$ cat config.mk
export PLATFORM = sky130hd
export DESIGN_NAME = dmem_arbiter
export DESIGN_NICKNAME = d
export VERILOG_FILES = /design/src/rtl/dmem_arbiter.sv
export SDC_FILE = /design/constraint.sdc
export NUM_CORES = 1
export LEC_CHECK = 0
export CORE_UTILIZATION = 35
export CTS_CLUSTER_DIAMETER = 150
export DETAILED_ROUTE_END_ITERATION = 10
export PLACE_DENSITY = 0.87
export SETUP_SLACK_MARGIN = 0.1
export SLEW_MARGIN = 20
export SYNTH_ARGS = -nofsm -noshare
export SYNTH_HDL_FRONTEND = slang
export SYNTH_SLANG_ARGS = --single-unit
$ cat constraint.sdc
create_clock -name clk -period 1.3 [get_ports clk]
set_input_delay 0.13 -clock clk [delete_from_list [all_inputs] [get_ports clk]]
set_output_delay 0.13 -clock clk [all_outputs]
set_load 0.05 [all_outputs]
$ cat src/rtl/dmem_arbiter.sv
// Two-port data-memory arbiter: port A (CPU) and port B (loader/debug) share one memory port.
// Define ARB_ROUND_ROBIN_EN for round-robin tie-breaking; otherwise port A wins every tie.
module dmem_arbiter #(
  parameter int ADDR_W = 8,
  parameter int DATA_W = 8
) (
  input  logic              clk,
  input  logic              rst,
  input  logic              a_req,
  input  logic              a_we,
  input  logic [ADDR_W-1:0] a_addr,
  input  logic [DATA_W-1:0] a_wdata,
  output logic              a_gnt,
  output logic              a_rvalid,
  output logic [DATA_W-1:0] a_rdata,
  input  logic              b_req,
  input  logic              b_we,
  input  logic [ADDR_W-1:0] b_addr,
  input  logic [DATA_W-1:0] b_wdata,
  output logic              b_gnt,
  output logic              b_rvalid,
  output logic [DATA_W-1:0] b_rdata,
  output logic [ADDR_W-1:0] mem_address,
  output logic [DATA_W-1:0] mem_write_data,
  output logic              mem_write,
  output logic              mem_read,
  input  logic [DATA_W-1:0] mem_read_data,
  output logic              busy
);

`ifdef ARB_ROUND_ROBIN_EN
  localparam bit RR_EN = 1'b1;
`else
  localparam bit RR_EN = 1'b0;
`endif

  typedef enum logic [1:0] {IDLE, ACCESS, RESP} state_t;
  typedef enum logic {PORT_A, PORT_B} port_t;

  state_t            state, state_next;
  port_t             last_winner, cmd_port, winner;
  logic              win;
  logic              cmd_we;
  logic [ADDR_W-1:0] cmd_addr;
  logic [DATA_W-1:0] cmd_wdata;

  always_comb begin
    win        = 1'b0;
    winner     = PORT_A;
    state_next = state;
    case (state)
      IDLE, RESP: begin
        state_next = IDLE;
        if (a_req && b_req) begin
          win    = 1'b1;
          // last_winner is tracked in both builds; only round-robin consults it
          winner = (RR_EN && last_winner == PORT_A) ? PORT_B : PORT_A;
        end else if (a_req) begin
          win    = 1'b1;
          winner = PORT_A;
        end else if (b_req) begin
          win    = 1'b1;
          winner = PORT_B;
        end
        if (win) state_next = ACCESS;
      end
      ACCESS:  state_next = RESP;
      default: state_next = IDLE;
    endcase
  end

  always_ff @(posedge clk or negedge rst) begin
    if (!rst) begin
      state       <= IDLE;
      last_winner <= PORT_B;
      cmd_port    <= PORT_A;
      cmd_we      <= 1'b0;
      cmd_addr    <= '0;
      cmd_wdata   <= '0;
    end else begin
      state <= state_next;
      if (win) begin
        last_winner <= winner;
        cmd_port    <= winner;
        cmd_we      <= (winner == PORT_A) ? a_we    : b_we;
        cmd_addr    <= (winner == PORT_A) ? a_addr  : b_addr;
        cmd_wdata   <= (winner == PORT_A) ? a_wdata : b_wdata;
      end
    end
  end

  always_ff @(posedge clk or negedge rst) begin
    if (!rst) begin
      a_rdata <= '0;
      b_rdata <= '0;
    end else if (state == ACCESS && !cmd_we) begin
      if (cmd_port == PORT_A) a_rdata <= mem_read_data;
      else                    b_rdata <= mem_read_data;
    end
  end

  always_comb begin
    busy           = (state == ACCESS);
    mem_address    = cmd_addr;
    mem_write_data = cmd_wdata;
    mem_write      = busy && cmd_we;
    mem_read       = busy && !cmd_we;
    a_gnt          = busy && (cmd_port == PORT_A);
    b_gnt          = busy && (cmd_port == PORT_B);
    a_rvalid       = (state == RESP) && !cmd_we && (cmd_port == PORT_A);
    b_rvalid       = (state == RESP) && !cmd_we && (cmd_port == PORT_B);
  end

endmodule

Yosys cells after proc, flatten, opt, wreduce, memory -nomap -nowiden:

Cells that the tools add are included.
Widths: inputs -> output; s select.

* flip-flop bits (word level): 36
* output and inout bits: 39
* word-level logic and storage cells: 36

* equal/unequal tests: 2
* multiplexer cells: 13
* bitwise gates (word level): 1
* reductions and logical operators: 13

Operators by type and width (count)
* $mux 8: 2
* $mux 1: 10
* $logic_and 1x1->1: 8
* $pmux 2 s2: 1
* $reduce_and 2->1: 2
* $eq 2x1->1 const B: 1
* $eq 2x2->1 const B: 1
* $logic_not 2->1: 1
* $reduce_or 2->1: 1
* $logic_not 1->1: 1
* $not 1->1: 1

Logic depth before layout (Yosys ltp):

Gate-level depths: netlist (run 1).

* depth after elaboration: 6
* mapped depth: 4
* mapped depth without buffers: 2

Worst setup path after synthesis (run 1):

Ideal clock, no wire load.

* kind: reg2out
* start: reg state[0]
* end: out a_rvalid
* data arrival time: 2301 ps
* data required time: 1170 ps
* slack: -1131 ps
* stages on the path, launching flop included: 3
* path buffers: 1
* path through: dfrtp_1 > clkbuf_1 > nor4b_1

* word-level cells in the longest chain between the ends: 3

Ends and longest elaborated chain
* from (decl): RTL line 40 `state_t state, state_next;`
* from (signal assigned): RTL line 81 `state <= state_next;`
* $eq 2x2->1: RTL line 110 `a_rvalid = (state == RESP) && !cmd_we && (cmd_port == PORT_A);`
* $logic_and 1x1->1 (2 in series): RTL line 110
* to (decl): RTL line 14 `output logic a_rvalid,`

Every way passes these cells.

Worst setup path after layout (run 1):

* start: reg state[0]
* end: reg b_rdata[0]

* word-level cells in the longest chain between the ends: 3

Ends and longest elaborated chain
* $eq 2x1->1: RTL line 96 `end else if (state == ACCESS && !cmd_we) begin`
* $logic_and 1x1->1: RTL line 96
* $reduce_and 2->1 (no line)
* to (signal assigned): RTL line 98 `else b_rdata <= mem_read_data;`
* to (decl): RTL line 22 `output logic [DATA_W-1:0] b_rdata,`

Every way passes these cells.
A chain may end at the register's enable or synchronous reset.

==> results.ini, run 1 <==
[critical_path]
critPathTopFamily=flip-flops
critical_path_class=register to register
cp.required_ps=1480
path_cells=buf_6 > buf_6 > and4bb_2 > buf_12 > mux2_4
cpMaxStageDelayCell=dfrtp_2
cp-end-kind=register
crit_buf_inv=3
crit_path_frequent_cell=buf_6
worst_setup_path_start_kind=register
path_max_fanout=8
cp.arrival_ps=1670
critical_path.max_stage_delay_ps=440

[floorplanning]
io_pins=85
die_w_um=69.6
die_area_um2=4840
start_util_pct=36.4
rows=24
fp.coreArea_um2=4380
die_h_um=69.6

[cts]
cts_tree=yes
clock-sinks=36
htreeDepth=2
path_clk_slew_ps=80
cts_buffers=5
cts-root-buf=clkbuf_8
clkLatencyLatePin_ps=290
cts_buffer_depth=2

[pwr]
p_comb_share_pct=59.9
p_total_mw=6.84
switchingPower_mw=2.75
vdd_drop_max_mv=0.892
pwr-share-clk_pct=12.2
p_per_area_nw_per_um2=1960
internal_power_mw=4.09
seqPwrFrac_pct=27.9
swShare_pct=40.2
power.leakage_nw=1.66

[routing]
routed_wirelength_um=5210
dr.pass1.iters=8
vias_per_cell=4.96
detail_route.wl_per_cell_um=16.7
ant_nets=0
route.detailed.drc=0
drt_iter0_drc=109
vias=1547

[cells_and_area]
design_area_um2=3480
area_growth_pct=118
drive_gt1_share_pct=42.7
num_antenna_cells=0
layout.nets=305

[placed_design]
pre_cts_slack_ps=-112
hpwlAfterDp_um=3330
port_buffers=84
dpl_cell_area_um2=3120
place_congestion=0.767

[sta]
rsz0062_at_grt=true
hold_viol=0
setup_violations=41
final.min_clock_period_ps=1490
skew_ps=6.80
final-max-slew-violation-count=0
setup_slack_ps=-190
max_freq_mhz=671
maxSlewHeadroom_pct=70.1
final.period_utilization_pct=115
fin_hold_ws_ps=382
max_slew.worst_pin.slew_ps=448
finalSetupTns_ps=-5440

[global_route]
grt_usage_pct=23.0
grt_pass1_vias=1706
grt_overflow=0
grt_max_degree=37
grt_pass1_wl_um=8510
grt_antenna_before_repair=0

[outcome]
violations=negative setup slack
status=finished with violations

[synthesis]
synth-edff-count=0
synth_warnings=0
syn_nets=192
yosysSeqAreaShare_pct=56.4
synth_area_leaders=dfrtp_1, mux2_2, a222oi_1, inv_1, nor2_1
synth_commonest_cells=inv_1, dfrtp_1, nor2_1
synth_cell_type_count=14
async_flop_share_pct=100
synth.top_cell.area_share_pct=56.4
synth-main-ff-cell=dfrtp_1
ys_seq_elements=36
yosysMostFrequentCell=inv_1
yosys.area.top_type=dfrtp_1
syn_inst=146
synth_area_per_cell_um2=10.9
syn_area_um2=1600

[min_path]
hold_class=input port to register

[flow_run]
drv_cap=0

tightest hold or removal path, stage by stage:
cell and delay [ps]:
clkdlybuf4s50_1 390, inv_1 50, a222oi_1 50
what timing repair did:
action / CTS / global route
pin swaps: 22 / 2
cloned: 5 / 1
endpoints found under the hold margin: 36 / 0
hold buffers: 1 / 0
setup buffers: 8 / 1
resized for setup: 27 / 9
setup endpoints to repair: 40 / 42
metal layers:
layer,track usage (%),up-vias,wire [um]
li1,-,720,-
met1,24.6,757,1880
met4,8.62,0,31
met5,0,-,0
met3,7.85,4,390
met2,41.5,66,2910
path summary, 6_finish.rpt:
kind | from | endpoint | slack [ps] | cells past startpoint
max | state[0] | b_rdata[0] | -190 | 5
min | a_addr[3] | mem_address[3] | 380 | 3
max reg2reg | state[0] | b_rdata[0] | -190 | 5
min reg2reg | b_rdata[4] | b_rdata[4] | 590 | 1
max in group asynchronous | rst | cmd_port | 530 | 3
min in group asynchronous | rst | b_rdata[1] | 410 | 3
layout make-up:
type,instances,area (um2)
Clock buffer,6,82.6
Clock inverter,2,10.0
Fill cell,236,903
Inverter,38,149
Multi-Input combinational cell,64,678
Sequential cell,36,905
Tap cell,52,65.1
Timing Repair Buffer,114,1590
metrics by stage:
step | util (%) | instances
global route | 79.4 | 312
floorplan | - | 146
CTS | 79.5 | 311
detailed placement | 71.1 | 289
global placement | 71.1 | 289
finish | 79.4 | 312
cell families after synthesis:
logic type             after synthesis  share of synthesized area [%]
and+or+nand+nor                     29                           9.87
buffers and inverters               46                           11.0
DFF                                 36                           56.4
AOI/OAI and AO/OA                   19                           11.4
muxes                               16                           11.3
placed cells by master, fill, tap and decap left out, types with 2 or more instances in the layout:
cell | netlist | final
nor2_1 | 21 | 17
buf_4 | 0 | 9
dfrtp_1 | 36 | 33
dfrtp_2 | 0 | 3
clkbuf_8 | 0 | 6
nand2b_4 | 0 | 2
nor4b_4 | 1 | 3
a222oi_1 | 17 | 17
nor2_4 | 0 | 4
clkdlybuf4s50_1 | 0 | 44
mux2_4 | 0 | 16
buf_12 | 0 | 43
buf_6 | 0 | 14
clkinv_2 | 0 | 2
inv_1 | 38 | 36
clkbuf_16 | 0 | 2
sequential cells by signal (all words and copies together) (netlist names):
signal,flops
state,2
mem_write_data,8
a_rdata,8
b_rdata,8
cmd_we,1
cmd_port,1
mem_address,8
power groups by stage:
stage / Sequential [mW] / Combinational (mW) / Clock [mW]
finish: 1.91 / 4.10 / 0.835
global route: 1.96 / 4.24 / 0.912
CTS: 1.91 / 4.12 / 0.840
detailed placement: 1.93 / 3.83 / 0
global placement: 1.90 / 3.77 / 0
floorplan: 2.94 / 0.699 / 0
No activity file was read; power rests on OpenSTA's default activity.
==> inputs of run 2 (changes only) <==
--- a/config.mk
+++ b/config.mk
@@ -5,10 +5,10 @@
 export SDC_FILE = /design/constraint.sdc
 export NUM_CORES = 1
 export LEC_CHECK = 0
-export CORE_UTILIZATION = 35
+export CORE_UTILIZATION = 39
 export CTS_CLUSTER_DIAMETER = 150
 export DETAILED_ROUTE_END_ITERATION = 10
-export PLACE_DENSITY = 0.87
+export PLACE_DENSITY = 0.91
 export SETUP_SLACK_MARGIN = 0.1
 export SLEW_MARGIN = 20
 export SYNTH_ARGS = -nofsm -noshare
==> constraint.sdc (replaced) <==
create_clock -name clk -period 1.48 [get_ports clk]
set_input_delay 0.148 -clock clk [delete_from_list [all_inputs] [get_ports clk]]
set_output_delay 0.148 -clock clk [all_outputs]
set_load 0.05 [all_outputs]
==> run 2 against run 1 <==
  * The flow still finishes with violations (negative setup slack)
  * Core utilization fell by 3.1 points
  * Sequential power fell by 21%
  * Clock power fell by 20%
  * Combinational power fell by 33%
  * Via count fell by 3.2%
  * Critical path type is now register to output port
  * Highest routed layer unchanged
==> results.ini, run 2 (synthesis gave the netlist of run 1 again) <==
[placed_design]
port_buffers=84
hpwlAfterDp_um=3170
place_congestion=0.757

[sta]
max_freq_mhz=672
rsz0062_at_grt=true
maxSlewHeadroom_pct=52.9
max_slew.worst_pin.slew_ps=703
finalSetupTns_ps=-7.52
setup_violations=1
final-max-slew-violation-count=0
setup_slack_ps=-7.52
final.period_utilization_pct=101
final.min_clock_period_ps=1490
hold_viol=0
skew_ps=4.73

[cells_and_area]
mostFrequentLayoutCells=buf_4, clkdlybuf4s50_1, inv_1
fillers=238
final_common_cell=buf_4
num_antenna_cells=0
seq_area_um2=906
multi_input_area_um2=668
layout.nets=298
drive_gt1_share_pct=40.3
area_growth_pct=81.3

[pwr]
internal_power_mw=2.73
vdd_drop_max_mv=1.68
p_comb_share_pct=55.7
pwr-share-clk_pct=13.5
p_total_mw=4.92
switchingPower_mw=2.19
p_per_area_nw_per_um2=1700
seqPwrFrac_pct=30.8
power.leakage_nw=1.42
swShare_pct=44.5

[critical_path]
cp.required_ps=1330
cpMaxStageDelayCell=dfrtp_2
cp.arrival_ps=1340
worst_setup_path_start_kind=register
path_max_fanout=4
cp-end-kind=output port
critical_path.max_stage_delay_ps=430
critical_path_class=register to output port
path_cells=buf_8 > nor4b_4 > buf_12
reg2reg_depth=4

[routing]
vias=1498
detail_route.wl_per_cell_um=15.0
vias_per_cell=4.98
dr.pass1.iters=5
ant_nets=0
route.detailed.drc=0
routed_wirelength_um=4520
drt_iter0_drc=166

[cts]
clkLatencyLatePin_ps=280
path_clk_slew_ps=70
clock-sinks=36
cts-root-buf=clkbuf_8
htreeDepth=2
cts_tree=yes
cts_buffer_depth=2
cts_buffers=5

[global_route]
grt_pass1_wl_um=7330
grt_usage_pct=22.5
grt_pass1_vias=1490
grt_overflow=0
grt_max_degree=26
grt_antenna_before_repair=0

[floorplanning]
rows=22
die_area_um2=4360
start_util_pct=42.1
io_pins=85
die_h_um=66.0
die_w_um=66.0
fp.coreArea_um2=3800

[flow_run]
drv_cap=0

[min_path]
hold_class=input port to async pin

[outcome]
violations=negative setup slack
status=finished with violations

[run 2: changes by cell type in the layout (fill, tap and decap cells not counted), sizes merged]
cell | previous run | this run
clkbuf | 8 | 7
clkinv | 2 | 1
buf | 67 | 62
[run 2: routing by layer]
layer | vias up | GRT usage (%) | part of all wire [%]
met5 | - | 0 | 0
met4 | 0 | 6.38 | 0.51
met3 | 3 | 5.17 | 6.4
met2 | 67 | 36.9 | 50
met1 | 724 | 29.6 | 43
li1 | 704 | - | -
[run 2: worst paths after layout]
| kind | from | end | slack, ps |
|---|---|---|---|
| worst min-delay path | rst | b_rdata[0] | 380 |
| worst max register to register | cmd_we | a_rdata[7] | 30 |
| max in group asynchronous | rst | mem_write_data[6] | 510 |
| worst max-delay path | state[0] | b_rvalid | -8 |
| min in group clk | a_we | cmd_we | 410 |
| worst min register to register | a_rdata[1] | a_rdata[1] | 520 |
[run 2: layout make-up]
cell class	instances	share of cell area, %
well taps	48	2.07
repair buffers	107	35.7
multi-input cells	64	23.1
inverters	38	5.05
clock buffers	7	2.63
clock inverters	1	0.173
flip-flops and latches	36	31.3
[run 2: critical path, delay by kind of cell, from the launching register on]
kind | cells | cell delay [ps]
and+or+nand+nor | 1 | 310
DFF | 1 | 430
buffers and inverters | 2 | 320
[run 2: per-stage QoR]
stage	hold WS (ps)	cells	instance area, um2	setup WS [ps]	utilization [%]
4_1_cts	402	298	2850	-9.16	74.9
2_1_floorplan	-148	146	1670	56.8	-
3_3_place_gp	157	283	2620	-418	68.9
5_1_grt	403	301	2900	-65.8	76.3
3_5_place_dp	171	283	2620	-520	68.9
6_report	384	301	2900	-7.52	76.3
[run 2: what timing repair did]
item / CTS / global route
pin swaps: 9 / 14
hold buffers: 1 / 0
cloned: 0 / 2
setup endpoints to repair: 40 / 38
resized for setup: 26 / 11
endpoints found under the hold margin: 24 / 0
buffers inserted: 6 / 1
[run 2: power by group through the flow]
stage	Clock, mW	Sequential [mW]	Combinational, mW
after floorplan	0	2.57	0.539
after global placement	0	1.50	2.47
after detailed placement	0	1.52	2.51
after CTS	0.679	1.50	2.72
after global routing	0.751	1.55	2.86
final	0.665	1.51	2.74
